## src/rtl/shift_seq_pkg.sv

```systemverilog
// Shared definitions for the shift register sequencer: opcodes, FSM states and
// default geometry.
package shift_seq_pkg;

   localparam int DEF_WIDTH = 6;
   localparam int DEF_CNT_W = 4;

   localparam logic [2:0] OP_CLR  = 3'b000;
   localparam logic [2:0] OP_LOAD = 3'b001;
   localparam logic [2:0] OP_SHR  = 3'b010;
   localparam logic [2:0] OP_SHL  = 3'b011;
   localparam logic [2:0] OP_ROR  = 3'b100;
   localparam logic [2:0] OP_JOHN = 3'b101;

   typedef enum logic [1:0] {
      ST_IDLE = 2'b00,
      ST_RUN  = 2'b01,
      ST_DONE = 2'b10
   } state_t;

endpackage

```

## src/rtl/shift_core.sv

```systemverilog
// WIDTH-bit shift register datapath: applies one opcode per enabled edge and
// exposes the bit that the selected shift would push out.
module shift_core
   import shift_seq_pkg::*;
#(
   parameter int WIDTH = DEF_WIDTH
) (
   input  logic             clk,
   input  logic             rst_n,
   input  logic             en,
   input  logic [2:0]       op,
   input  logic             ser_in,
   input  logic [WIDTH-1:0] load_data,
   output logic [WIDTH-1:0] q,
   output logic             ser_out
);

   logic [WIDTH-1:0] q_r;
   logic [WIDTH-1:0] q_nxt_s;

   // next register value per opcode; illegal codes hold the value
   always_comb begin
      q_nxt_s = q_r;
      case (op)
         OP_CLR:  q_nxt_s = {WIDTH{1'b0}};
         OP_LOAD: q_nxt_s = load_data;
         OP_SHR:  q_nxt_s = {ser_in, q_r[WIDTH-1:1]};
         OP_SHL:  q_nxt_s = {q_r[WIDTH-2:0], ser_in};
         OP_ROR:  q_nxt_s = {q_r[0] | ser_in, q_r[WIDTH-1:1]};
         OP_JOHN: q_nxt_s = {~q_r[0] | ser_in, q_r[WIDTH-1:1]};
         default: q_nxt_s = q_r;
      endcase
   end

   // outgoing serial bit for the selected shift direction
   always_comb begin
      ser_out = 1'b0;
      case (op)
         OP_SHR, OP_ROR, OP_JOHN: ser_out = q_r[0];
         OP_SHL:                  ser_out = q_r[WIDTH-1];
         default:                 ser_out = 1'b0;
      endcase
   end

   // register storage
   always_ff @(posedge clk or negedge rst_n) begin
      if (!rst_n) begin
         q_r <= {WIDTH{1'b0}};
      end else if (en) begin
         q_r <= q_nxt_s;
      end else begin
         q_r <= q_r;
      end
   end

   assign q = q_r;

endmodule

```

## src/rtl/shift_reg_sequencer.sv

```systemverilog
// Command sequencer for a shift register: valid/ready command intake, repeat
// count for shift operations, abort handling and done/err pulse generation.
module shift_reg_sequencer
   import shift_seq_pkg::*;
#(
   parameter int WIDTH = DEF_WIDTH,
   parameter int CNT_W = DEF_CNT_W
) (
   input  logic             clk,
   input  logic             rst_n,
   input  logic             cmd_valid,
   output logic             cmd_ready,
   input  logic [2:0]       cmd_op,
   input  logic [CNT_W-1:0] cmd_count,
   input  logic [WIDTH-1:0] load_data,
   input  logic             ser_in,
   input  logic             abort,
   output logic [WIDTH-1:0] q,
   output logic             ser_out,
   output logic             busy,
   output logic             done,
   output logic             err
);

   state_t           state_r, state_nxt_s;
   logic [2:0]       op_r, op_nxt_s;
   logic [CNT_W-1:0] count_r, count_nxt_s;
   logic             done_r, done_nxt_s;
   logic             err_r, err_nxt_s;
   logic             core_en_s;
   logic [2:0]       core_op_s;

   // in IDLE the core sees the offered opcode so CLR/LOAD land on the accept edge
   assign core_op_s = (state_r == ST_IDLE) ? cmd_op : op_r;

   // next-state, counter and pulse decode
   always_comb begin
      state_nxt_s = state_r;
      op_nxt_s    = op_r;
      count_nxt_s = count_r;
      done_nxt_s  = 1'b0;
      err_nxt_s   = 1'b0;
      core_en_s   = 1'b0;
      case (state_r)
         ST_IDLE: begin
            if (cmd_valid) begin
               op_nxt_s = cmd_op;
               case (cmd_op)
                  OP_CLR, OP_LOAD: begin
                     core_en_s   = 1'b1;
                     state_nxt_s = ST_DONE;
                     done_nxt_s  = 1'b1;
                  end
                  OP_SHR, OP_SHL, OP_ROR, OP_JOHN: begin
                     if (cmd_count != {CNT_W{1'b0}}) begin
                        state_nxt_s = ST_RUN;
                        count_nxt_s = cmd_count;
                     end else begin
                        state_nxt_s = ST_DONE;
                        done_nxt_s  = 1'b1;
                     end
                  end
                  default: begin
                     state_nxt_s = ST_DONE;
                     done_nxt_s  = 1'b1;
                     err_nxt_s   = 1'b1;
                  end
               endcase
            end else begin
               state_nxt_s = ST_IDLE;
            end
         end
         ST_RUN: begin
            // abort suppresses the shift on its own edge, including the last one
            if (abort) begin
               state_nxt_s = ST_DONE;
               count_nxt_s = {CNT_W{1'b0}};
               done_nxt_s  = 1'b1;
               err_nxt_s   = 1'b1;
            end else begin
               core_en_s   = 1'b1;
               count_nxt_s = count_r - CNT_W'(1);
               if (count_r == CNT_W'(1)) begin
                  state_nxt_s = ST_DONE;
                  done_nxt_s  = 1'b1;
               end else begin
                  state_nxt_s = ST_RUN;
               end
            end
         end
         ST_DONE: begin
            state_nxt_s = ST_IDLE;
         end
         default: begin
            state_nxt_s = ST_IDLE;
         end
      endcase
   end

   // control state registers
   always_ff @(posedge clk or negedge rst_n) begin
      if (!rst_n) begin
         state_r <= ST_IDLE;
         op_r    <= OP_CLR;
         count_r <= {CNT_W{1'b0}};
         done_r  <= 1'b0;
         err_r   <= 1'b0;
      end else begin
         state_r <= state_nxt_s;
         op_r    <= op_nxt_s;
         count_r <= count_nxt_s;
         done_r  <= done_nxt_s;
         err_r   <= err_nxt_s;
      end
   end

   shift_core #(
      .WIDTH (WIDTH)
   ) u_core (
      .clk       (clk),
      .rst_n     (rst_n),
      .en        (core_en_s),
      .op        (core_op_s),
      .ser_in    (ser_in),
      .load_data (load_data),
      .q         (q),
      .ser_out   (ser_out)
   );

   assign cmd_ready = (state_r == ST_IDLE);
   assign busy      = (state_r != ST_IDLE);
   assign done      = done_r;
   assign err       = err_r;

endmodule

```

## config.mk

```make
export PLATFORM = sky130hd
export DESIGN_NAME = shift_reg_sequencer
export DESIGN_NICKNAME = d
export VERILOG_FILES = /design/src/rtl/shift_seq_pkg.sv /design/src/rtl/shift_core.sv /design/src/rtl/shift_reg_sequencer.sv
export SDC_FILE = /design/constraint.sdc
export NUM_CORES = 1
export LEC_CHECK = 0
export BUFFER_PORTS_ARGS = -buffer_cell sky130_fd_sc_hd__buf_4
export CAP_MARGIN = 5
export CELL_PAD_IN_SITES_DETAIL_PLACEMENT = 0
export CELL_PAD_IN_SITES_GLOBAL_PLACEMENT = 1
export CORE_MARGIN = 4
export CORE_UTILIZATION = 38
export DETAILED_ROUTE_END_ITERATION = 12
export GPL_ROUTABILITY_DRIVEN = 1
export PLACE_DENSITY_LB_ADDON = 0.15
export SLEW_MARGIN = 10
export SYNTH_ARGS = -nofsm -noshare
export SYNTH_HDL_FRONTEND = slang
export SYNTH_SLANG_ARGS = --single-unit
```

## constraint.sdc

```tcl
create_clock -name clk -period 2.7 [get_ports clk]
set_clock_uncertainty 0.1 [all_clocks]
set_input_delay 0.135 -clock clk [delete_from_list [all_inputs] [get_ports clk]]
set_output_delay 0.135 -clock clk [all_outputs]
set_load 0.1 [all_outputs]
```

* Word-level counts from Yosys, hierarchy flattened
Cells that the tools add are included.
Word-level totals: register bits 17, bits in latches 0, bits in writable memories 0, ROM bits 0, bits of input ports 18, output and inout bits 11, logic and storage cells 67, memories kept 0
Cells by class: $add $sub $neg 1, $mul 0, divide/modulo/power cells 0, $lt $le $gt $ge 0, equality and inequality tests 15, shifts and indexed selects 0, muxes and demuxes 28, bitwise gates (word level) 3, reductions and logical operators 14
Operators with widths (number):
- one-hot mux 6 bit (6 select lines) | 1
- 2-to-1 mux 4 bit | 4
- == test 3 x 2 -> 1 bit (second input constant) | 4
- == test 3 bit (second input constant) | 4
- 2-to-1 mux 1 bit | 11
- 2-to-1 mux 2 bit | 5
- one-hot mux 1 bit (2 select lines) | 4
- one-hot mux 4 bit (2 select lines) | 1
- == test 3 x 1 -> 1 bit (second input constant) | 2
- zero test 3 bit | 2
- nonzero test 6 bit | 1
- OR reduction 6 bit | 1
- == test 4 x 1 -> 1 bit (second input constant) | 1
- inequality test 2 x 1 -> 1 bit (second input constant) | 2
- one-hot mux 2 bit (2 select lines) | 1
- AND reduction 2 bit | 2
- AND reduction 4 bit | 1
- nonzero test 2 bit | 2
- nonzero test 4 bit | 1
- OR reduction 4 bit | 1
- subtractor 4 x 1 -> 4 bit (second input constant) | 1
- 2-to-1 mux 3 bit | 1
- OR reduction 3 bit | 1
- == test 2 x 1 -> 1 bit (second input constant) | 1
- other kinds (5) | 6

* Longest topological paths before layout
Gate-level depths: netlist of the first run.
depth in word-level cells 6, mapped depth 7, gate-level depth less buffers 6

* Modules after synthesis
Synthesis of the first run repeated with hierarchy kept, for this count alone.
Second synthesis, totals: cells, all modules 129, area total of the unflattened synthesis 1191.1 µm²
By module, submodules not included:
- shift_reg_sequencer | times used 1, cells an instance 63, area each 641.9 µm², sequential area each 275.3 µm²
- shift_core | times used 1, cells an instance 66, area each 549.3 µm², sequential area each 150.1 µm²

* Worst setup path after synthesis of the first run
OpenSTA, ideal clock, no wires.
kind register -> register, start register state_r[1], end register u_core.q_r[5], in the netlist u_core.q[5], setup time 126 ps, arrival time 2711 ps, data required time 2474 ps, slack -237 ps, cell stages (with the launch flop) 8, buffers on the path 1, period minus slack after synthesis 2937 ps, path through dfrtp_1 -> or2_1 -> buf_6 -> inv_1 -> nor3_1 -> o211a_1 -> a2111oi_4 -> o21ai_1
On the way: cells in the longest elaborated chain, start to end 5, elaborated cells between the ends (all ways) 13, classes of those cells 6 x eq/ne; 3 x mux; 4 x reduce/logical
Ends and longest elaborated chain:
- start: declaration | line shift_reg_sequencer.sv:25 | state_t state_r, state_nxt_s;
- start signal: assignment | line shift_reg_sequencer.sv:109 | state_r <= state_nxt_s;
- zero test 2 bit (*)
- via cmd_ready | line shift_reg_sequencer.sv:12 | output logic cmd_ready,
- 2-to-1 mux 3 bit | line shift_reg_sequencer.sv:34 | assign core_op_s = (state_r == ST_IDLE) ? cmd_op : op_r;
- == test 3 x 1 -> 1 bit, or another cell as far along | line shift_core.sv:24 | case (op)
- nonzero test 6 bit (no line)
- AND reduction 2 bit (no line)
- end signal: assignment | line shift_core.sv:48 | q_r <= {WIDTH{1'b0}};
- end signal: assignment | line shift_core.sv:50 | q_r <= q_nxt_s;
- end signal: assignment | line shift_core.sv:52 | q_r <= q_r;
- end: declaration | line shift_core.sv:18 | logic [WIDTH-1:0] q_r;
Mark *: on every way through the listed nets, which the timed path passes. The rest lies on a longest branch. A chain may end at the register's enable or synchronous reset.

* Worst setup path after layout of the first run
start register state_r[0], end output ser_out
On the way: cells in the longest elaborated chain, start to end 5, elaborated cells between the ends (all ways) 8, classes of those cells 4 x eq/ne; 2 x mux; 2 x reduce/logical
Ends and longest elaborated chain:
- zero test 2 bit (*) | line shift_reg_sequencer.sv:34
- 2-to-1 mux 3 bit (*) | line shift_reg_sequencer.sv:34
- == test 3 x 2 -> 1 bit / == test 3 bit (equally long branches) | line shift_core.sv:38 | case (op)
- OR reduction 3 bit | line shift_core.sv:38
- one-hot mux 1 bit (2 select lines) (*) | line shift_core.sv:38
- end: declaration | line shift_reg_sequencer.sv:19 | output logic ser_out,
Mark *: on every way between the ends. The rest lies on a longest branch, timed or not.

==> impl_results.md, run 1 <==
- Status: finished, final reports clean
- Post-layout minimum cycle time: 2.430 ns
- Fin Hold WS: 0.01417 ns
- Post-synth top cells: dfrtp_1, nand2_1, nor2_1
- Total CTS buffers: 3
- CP endpoint kind: primary output
- Fmax achieved: 0.4116 GHz
- Top cells by area, synth: dfrtp_1, mux2i_1, a2bb2oi_1
- ANT nets after route: 0
- Crit. Startpoint: state_r[0]
- Hold_sp: cmd_op[0]
- RSZ-0062 raised after global routing: no
- Buffers on Ports: 28
- DP Worst Slack: 0.3992 ns
- Post-CTS Setup Bufs: 0
- CP peak stage delay: 0.52 ns
- Crit path buf inv count: 1
- Worst Setup Slack, final: 0.2702 ns
- # fillers: 258
- Hpwl dp: 2033 µm
- Antenna Cells: 0
- Power Dens Cells: 1185 nW/µm²
- # nets final: 173
- Ys flop type: dfrtp_1
- Cell taking the most area after synthesis: dfrtp_1
- Async SR Flop Fraction: 1.000
- Yosys reg bits: 16
- Worst-path maximum fanout: 13
- Area share of the largest cell type after synthesis: 0.3604
- Die Y: 62.07 µm
- Htree depth: 1
- Wire per inst: 14.98 µm
- Largest net degree at the start of global routing: 17
- Critical path required time: 2.47 ns
- Leak pwr: 0.6451 nW
- Tcrit/Tclk final: 0.8999
- Root Buffer: clkbuf_4
- Hold Path Class: input pin to flip-flop
- Synthesized net count: 141
- Drt drc: 0
- Initial Util: 0.3995
- CTS tree: built
- YS warnings: 0
- Non-filler cells, final: 183
- Final setup TNS: 0 ns
- Dpl cells: 176
- Post-Syn Area per Cell: 9.182 µm²
- Area grow syn2layout: 26.24%
- Sequential area share after synthesis: 0.3604
- Via/cell ratio: 5.557
- DIE AREA: 3853 µm²
- Syn Inst Count: 121
- GPL Wtd Cong: 0.8244
- Post-synth EDFFs: 0
- Worst-skew pair later-pin latency: 0.29 ns
- RR Startpoint: state_r[0]
- Multi-input logic area: 661.9 µm²
- Initial antenna violation count: 0
- CP max-delay cell: dfrtp_1
- Relative slew margins: 0.6235
- Die width: 62.07 µm
- Top cell family by delay on the critical path: flip-flops
- Syn Std Cell Area: 1111 µm²
- Vias in the first global route: 959
- Worst-Margin Slew: 0.5622 ns
- CP cell instances: or2_4 > mux2i_4 > o21ai_4 > a22o_1 > buf_4
- CTS sink cnt: 16
- First-pass GRT wire length: 4491 µm
- Total GRT Usage: 0.1593
- Share of cells above drive strength 1: 0.2829
- Final Hold Fails: 0
- Netlist cell types: 42
- Gr ovfl total: 0
- Maxcap violations: 0
- Seq. cell area: 401.6 µm²
- Dominant cell by count in the synthesized netlist: dfrtp_1
- Via count of the routed design: 1017
- Crit path DAT: 2.19 ns
- Maximum vdd drop: 0.7180 mV
- DR iter-0 viols: 31
- Row count: 19
- Detailed Routing Iterations Pass 1: 4
- Critical path type: flip-flop to primary output
- Crit path launch type: flip-flop
- Setup violators final: 0
- Ports: 29
- Final total power: 1.662 mW
- Core box area: 2781 µm²
- Final wirelength: 2741 µm
- Count of final max-slew check failures: 0
- Worst-case clock buffer depth: 2
- Reg clk slew, reported paths: 0.10 ns
[final cells by class]
class / count / share of cell area
Clock buffer: 4 / 0.01873
Timing Repair Buffer: 32 / 0.1766
Sequential cell: 16 / 0.2864
Tap cell: 31 / 0.02765
Multi-Input combinational cell: 94 / 0.4719
Inverter: 6 / 0.01873
[repair_timing]
item	4_1_cts	5_1_grt
endpoints found under the hold margin	18	0
gates resized for setup	0	1
hold buffers	3	0
endpoints found under the setup margin	0	1
[where the power goes]
group / total, mW / internal [mW] / leakage (nW) / switching [mW]
combinational: 1.06 / 0.329 / 0.427 / 0.733
clock: 0.139 / 0.0574 / 0.0150 / 0.0818
sequential: 0.461 / 0.334 / 0.203 / 0.127
[sequential cells by signal (all words and copies together) (netlist names)]
| signal | cells |
|---|---|
| err | 1 |
| op_r | 3 |
| count_r | 4 |
| state_r | 2 |
| u_core.q | 6 |
[metrics by stage]
| stage | utilization | instance area, µm² |
|---|---|---|
| floorplan | - | 1116 |
| CTS | 0.5034 | 1400 |
| global placement | 0.4831 | 1344 |
| detailed placement | 0.4831 | 1344 |
| finish | 0.5043 | 1403 |
| global route | 0.5043 | 1403 |
[path summary, 6_finish.rpt]
kind / endpoint / slack (ns) / cells after the start
max in group asynchronous: state_r[1] / 2.16 / 2
worst min register to register: u_core.q[2] / 0.46 / 2
worst min-delay path: op_r[0] / 0.01 / 2
worst max-delay path: ser_out / 0.27 / 5
worst max register to register: u_core.q[5] / 0.58 / 5
min in group asynchronous: u_core.q[5] / 0.13 / 2
[cell families after synthesis]
logic type               Yosys count  synth area share
adder cells (fa/ha/maj)            2           0.02252
AND/OR/NAND/NOR                   42            0.1915
multiplexers                      10            0.1047
AO/OA/AOI/OAI                     39            0.2669
buffers and inverters             11           0.04617
XOR/XNOR                           1          0.007884
flip-flops                        16            0.3604
[placed cells by master (no fill, tap or decap), types with 4 or more instances in the layout]
master / n
a21oi_1: 6
inv_1: 5
a2bb2oi_1: 6
buf_4: 29
nor2_1: 10
a31oi_1: 4
nand2_1: 13
nor3_1: 4
mux2i_1: 6
dfrtp_1: 15
o21ai_0: 8
[routing by layer]
layer,share of wire,GRT usage
met4,0.0073,0.06364
met2,0.47,0.2485
met1,0.46,0.2183
met3,0.060,0.02686
met5,0,0
Note: power is estimated with default switching activity, not from simulation.
==> run 2: changes to the inputs <==
--- a/config.mk
+++ b/config.mk
@@ -13,6 +13,7 @@
 export CORE_UTILIZATION = 38
 export DETAILED_ROUTE_END_ITERATION = 12
 export GPL_ROUTABILITY_DRIVEN = 1
+export MAX_ROUTING_LAYER = met4
 export PLACE_DENSITY_LB_ADDON = 0.15
 export SLEW_MARGIN = 10
 export SYNTH_ARGS = -nofsm -noshare
==> impl_results.md, run 2 (synthesis results as in run 1) <==
- Int Pwr: 720.2 µW (unchanged)
- Root Buffer: clkbuf_4
- Maxcap violations: 0 (unchanged)
- Initial Util: 0.3995 (unchanged)
- RSZ-0062 raised after global routing: no
- Reg clk slew, reported paths: 0.10 ns (about the same)
- Most common cell after layout, fill and taps aside: buf_4
- Max reg flops: 6 (unchanged)
- Core Util, Final: 0.5043 (unchanged)
- Count of final max-slew check failures: 0 (unchanged)
- Share of cells above drive strength 1: 0.2829 (unchanged)
- Final instance area: 1403 µm² (unchanged)
- Hpwl dp: 2033 µm (unchanged)
- Relative slew margins: 0.6235 (unchanged)
- Multi-input logic area: 661.9 µm² (unchanged)
- Final wirelength: 2741 µm (unchanged)
- Worst-Margin Slew: 0.5622 ns (unchanged)
- # fillers: 258 (unchanged)
- Crit path launch type: flip-flop
- CP cell instances: or2_4 > mux2i_4 > o21ai_4 > a22o_1 > buf_4
- DR iter-0 viols: 31 (unchanged)
- Seq. cell area: 401.6 µm² (unchanged)
- Post-place instance area: 1344 µm² (unchanged)
- DIE AREA: 3853 µm² (unchanged)
- Detailed Routing Iterations Pass 1: 4 (unchanged)
- Final setup TNS: 0 ns (unchanged)
- CTS sink cnt: 16 (unchanged)
- Drt drc: 0 (unchanged)
- Status: finished, final reports clean
- Ports: 29 (unchanged)
- Combinational fraction of design power: 0.639 (about the same)
- Setup violators final: 0 (unchanged)
- Total GRT Usage: 0.1642 (+0.004895)
- CP max-delay cell: dfrtp_1
- Worst-path maximum fanout: 13 (unchanged)
- Sequential power share: 0.277 (about the same)
- Hold Path Class: input pin to flip-flop
- Worst-case clock buffer depth: 2 (unchanged)
- ANT nets after route: 0 (unchanged)
- Most frequent cells in the layout: buf_4, dfrtp_1, nand2_1
- CP peak stage delay: 0.52 ns (about the same)
- DP Worst Slack: 0.3992 ns (unchanged)
- Area grow syn2layout: 26.24% (unchanged)
- Crit path DAT: 2.19 ns (about the same)
- First-pass GRT wire length: 4491 µm (unchanged)
- GPL Wtd Cong: 0.8368 (+1.5%)
- Switch share: 0.5666 (about the same)
- Row count: 19 (unchanged)
- Die width: 62.07 µm (unchanged)
- Clock network power share: 0.084 (about the same)
- CTS tree: built
- Final total power: 1.662 mW (about the same)
- Tcrit/Tclk final: 0.8999 (unchanged)
- Top cell family by delay on the critical path: flip-flops
- CP endpoint kind: primary output
- Wire per inst: 14.98 µm (unchanged)
- Critical path required time: 2.47 ns (about the same)
- Via/cell ratio: 5.557 (unchanged)
- Largest net degree at the start of global routing: 17 (unchanged)
- Buffers on Ports: 28 (unchanged)
- Worst-skew pair later-pin latency: 0.29 ns (about the same)
- Crit path buf inv count: 1 (unchanged)
- Via count of the routed design: 1017 (unchanged)
- Gr ovfl total: 0 (unchanged)
- Power Dens Cells: 1185 nW/µm² (about the same)
- # nets final: 173 (unchanged)
- Fmax achieved: 0.4116 GHz (unchanged)
- Final Hold Fails: 0 (unchanged)
- Initial antenna violation count: 0 (unchanged)
- Leak pwr: 0.6451 nW (unchanged)
- Worst Setup Slack, final: 0.2702 ns (unchanged)
- Htree depth: 1 (unchanged)
- Core box area: 2781 µm² (unchanged)
- Vias in the first global route: 958 (-0.10%)
- NetSw: 941.7 µW (about the same)
- Die Y: 62.07 µm (unchanged)
- Antenna Cells: 0 (unchanged)
- Critical path type: flip-flop to primary output
- Maximum vdd drop: 0.7180 mV (unchanged)
- Total CTS buffers: 3 (unchanged)
- Post-layout minimum cycle time: 2.430 ns (unchanged)
==> run 2: final cells by class <==
class,count,share of cell area
timing repair buffer,32,0.1766
inverter,6,0.01873
sequential,16,0.2864
multi-input combinational,94,0.4719
tap,31,0.02765
clock buffer,4,0.01873
==> run 2: metrics by stage <==
stage	std cells	hold slack [ns]
5_1_grt	183	0.003435
6_report	183	0.01417
4_1_cts	183	0.004737
3_3_place_gp	176	-0.08504
3_5_place_dp	176	-0.08506
2_1_floorplan	121	-0.2606
==> run 2: path summary, 6_finish.rpt <==
| check | start | endpoint | slack, ns | cells past startpoint |
|---|---|---|---|---|
| setup / recovery | state_r[0] | ser_out | 0.27 | 5 |
| hold / removal | cmd_op[0] | op_r[0] | 0.01 | 2 |
| setup reg to reg | state_r[0] | u_core.q[5] | 0.58 | 5 |
| hold reg to reg | u_core.q[2] | u_core.q[2] | 0.46 | 2 |
| max in group asynchronous | rst_n | state_r[1] | 2.16 | 2 |
| min in group asynchronous | rst_n | u_core.q[5] | 0.13 | 2 |
==> run 2: power groups by stage <==
| stage | sequential, mW | clock (mW) | combinational [mW] |
|---|---|---|---|
| 3_5_place_dp | 0.464 | 0 | 1.06 |
| 4_1_cts | 0.458 | 0.143 | 1.06 |
| 3_3_place_gp | 0.462 | 0 | 1.06 |
| 5_1_grt | 0.479 | 0.160 | 1.13 |
| 6_report | 0.461 | 0.139 | 1.06 |
| 2_1_floorplan | 0.743 | 0 | 0.562 |
==> run 2: per-layer routing <==
layer	share of wire	vias up	GRT usage	wire, µm
met1	0.46	472	0.2195	1273
met2	0.47	31	0.2485	1285
li1	-	512	-	-
met5	0	-	-	0
met3	0.059	2	0.02479	162
met4	0.0073	0	0.06364	20
==> run 2: repair_timing <==
item	CTS	global route
endpoints found under the setup margin	0	1
endpoints found under the hold margin	18	0
setup buffers	0	0
hold buffers	3	0
resized for setup	0	1
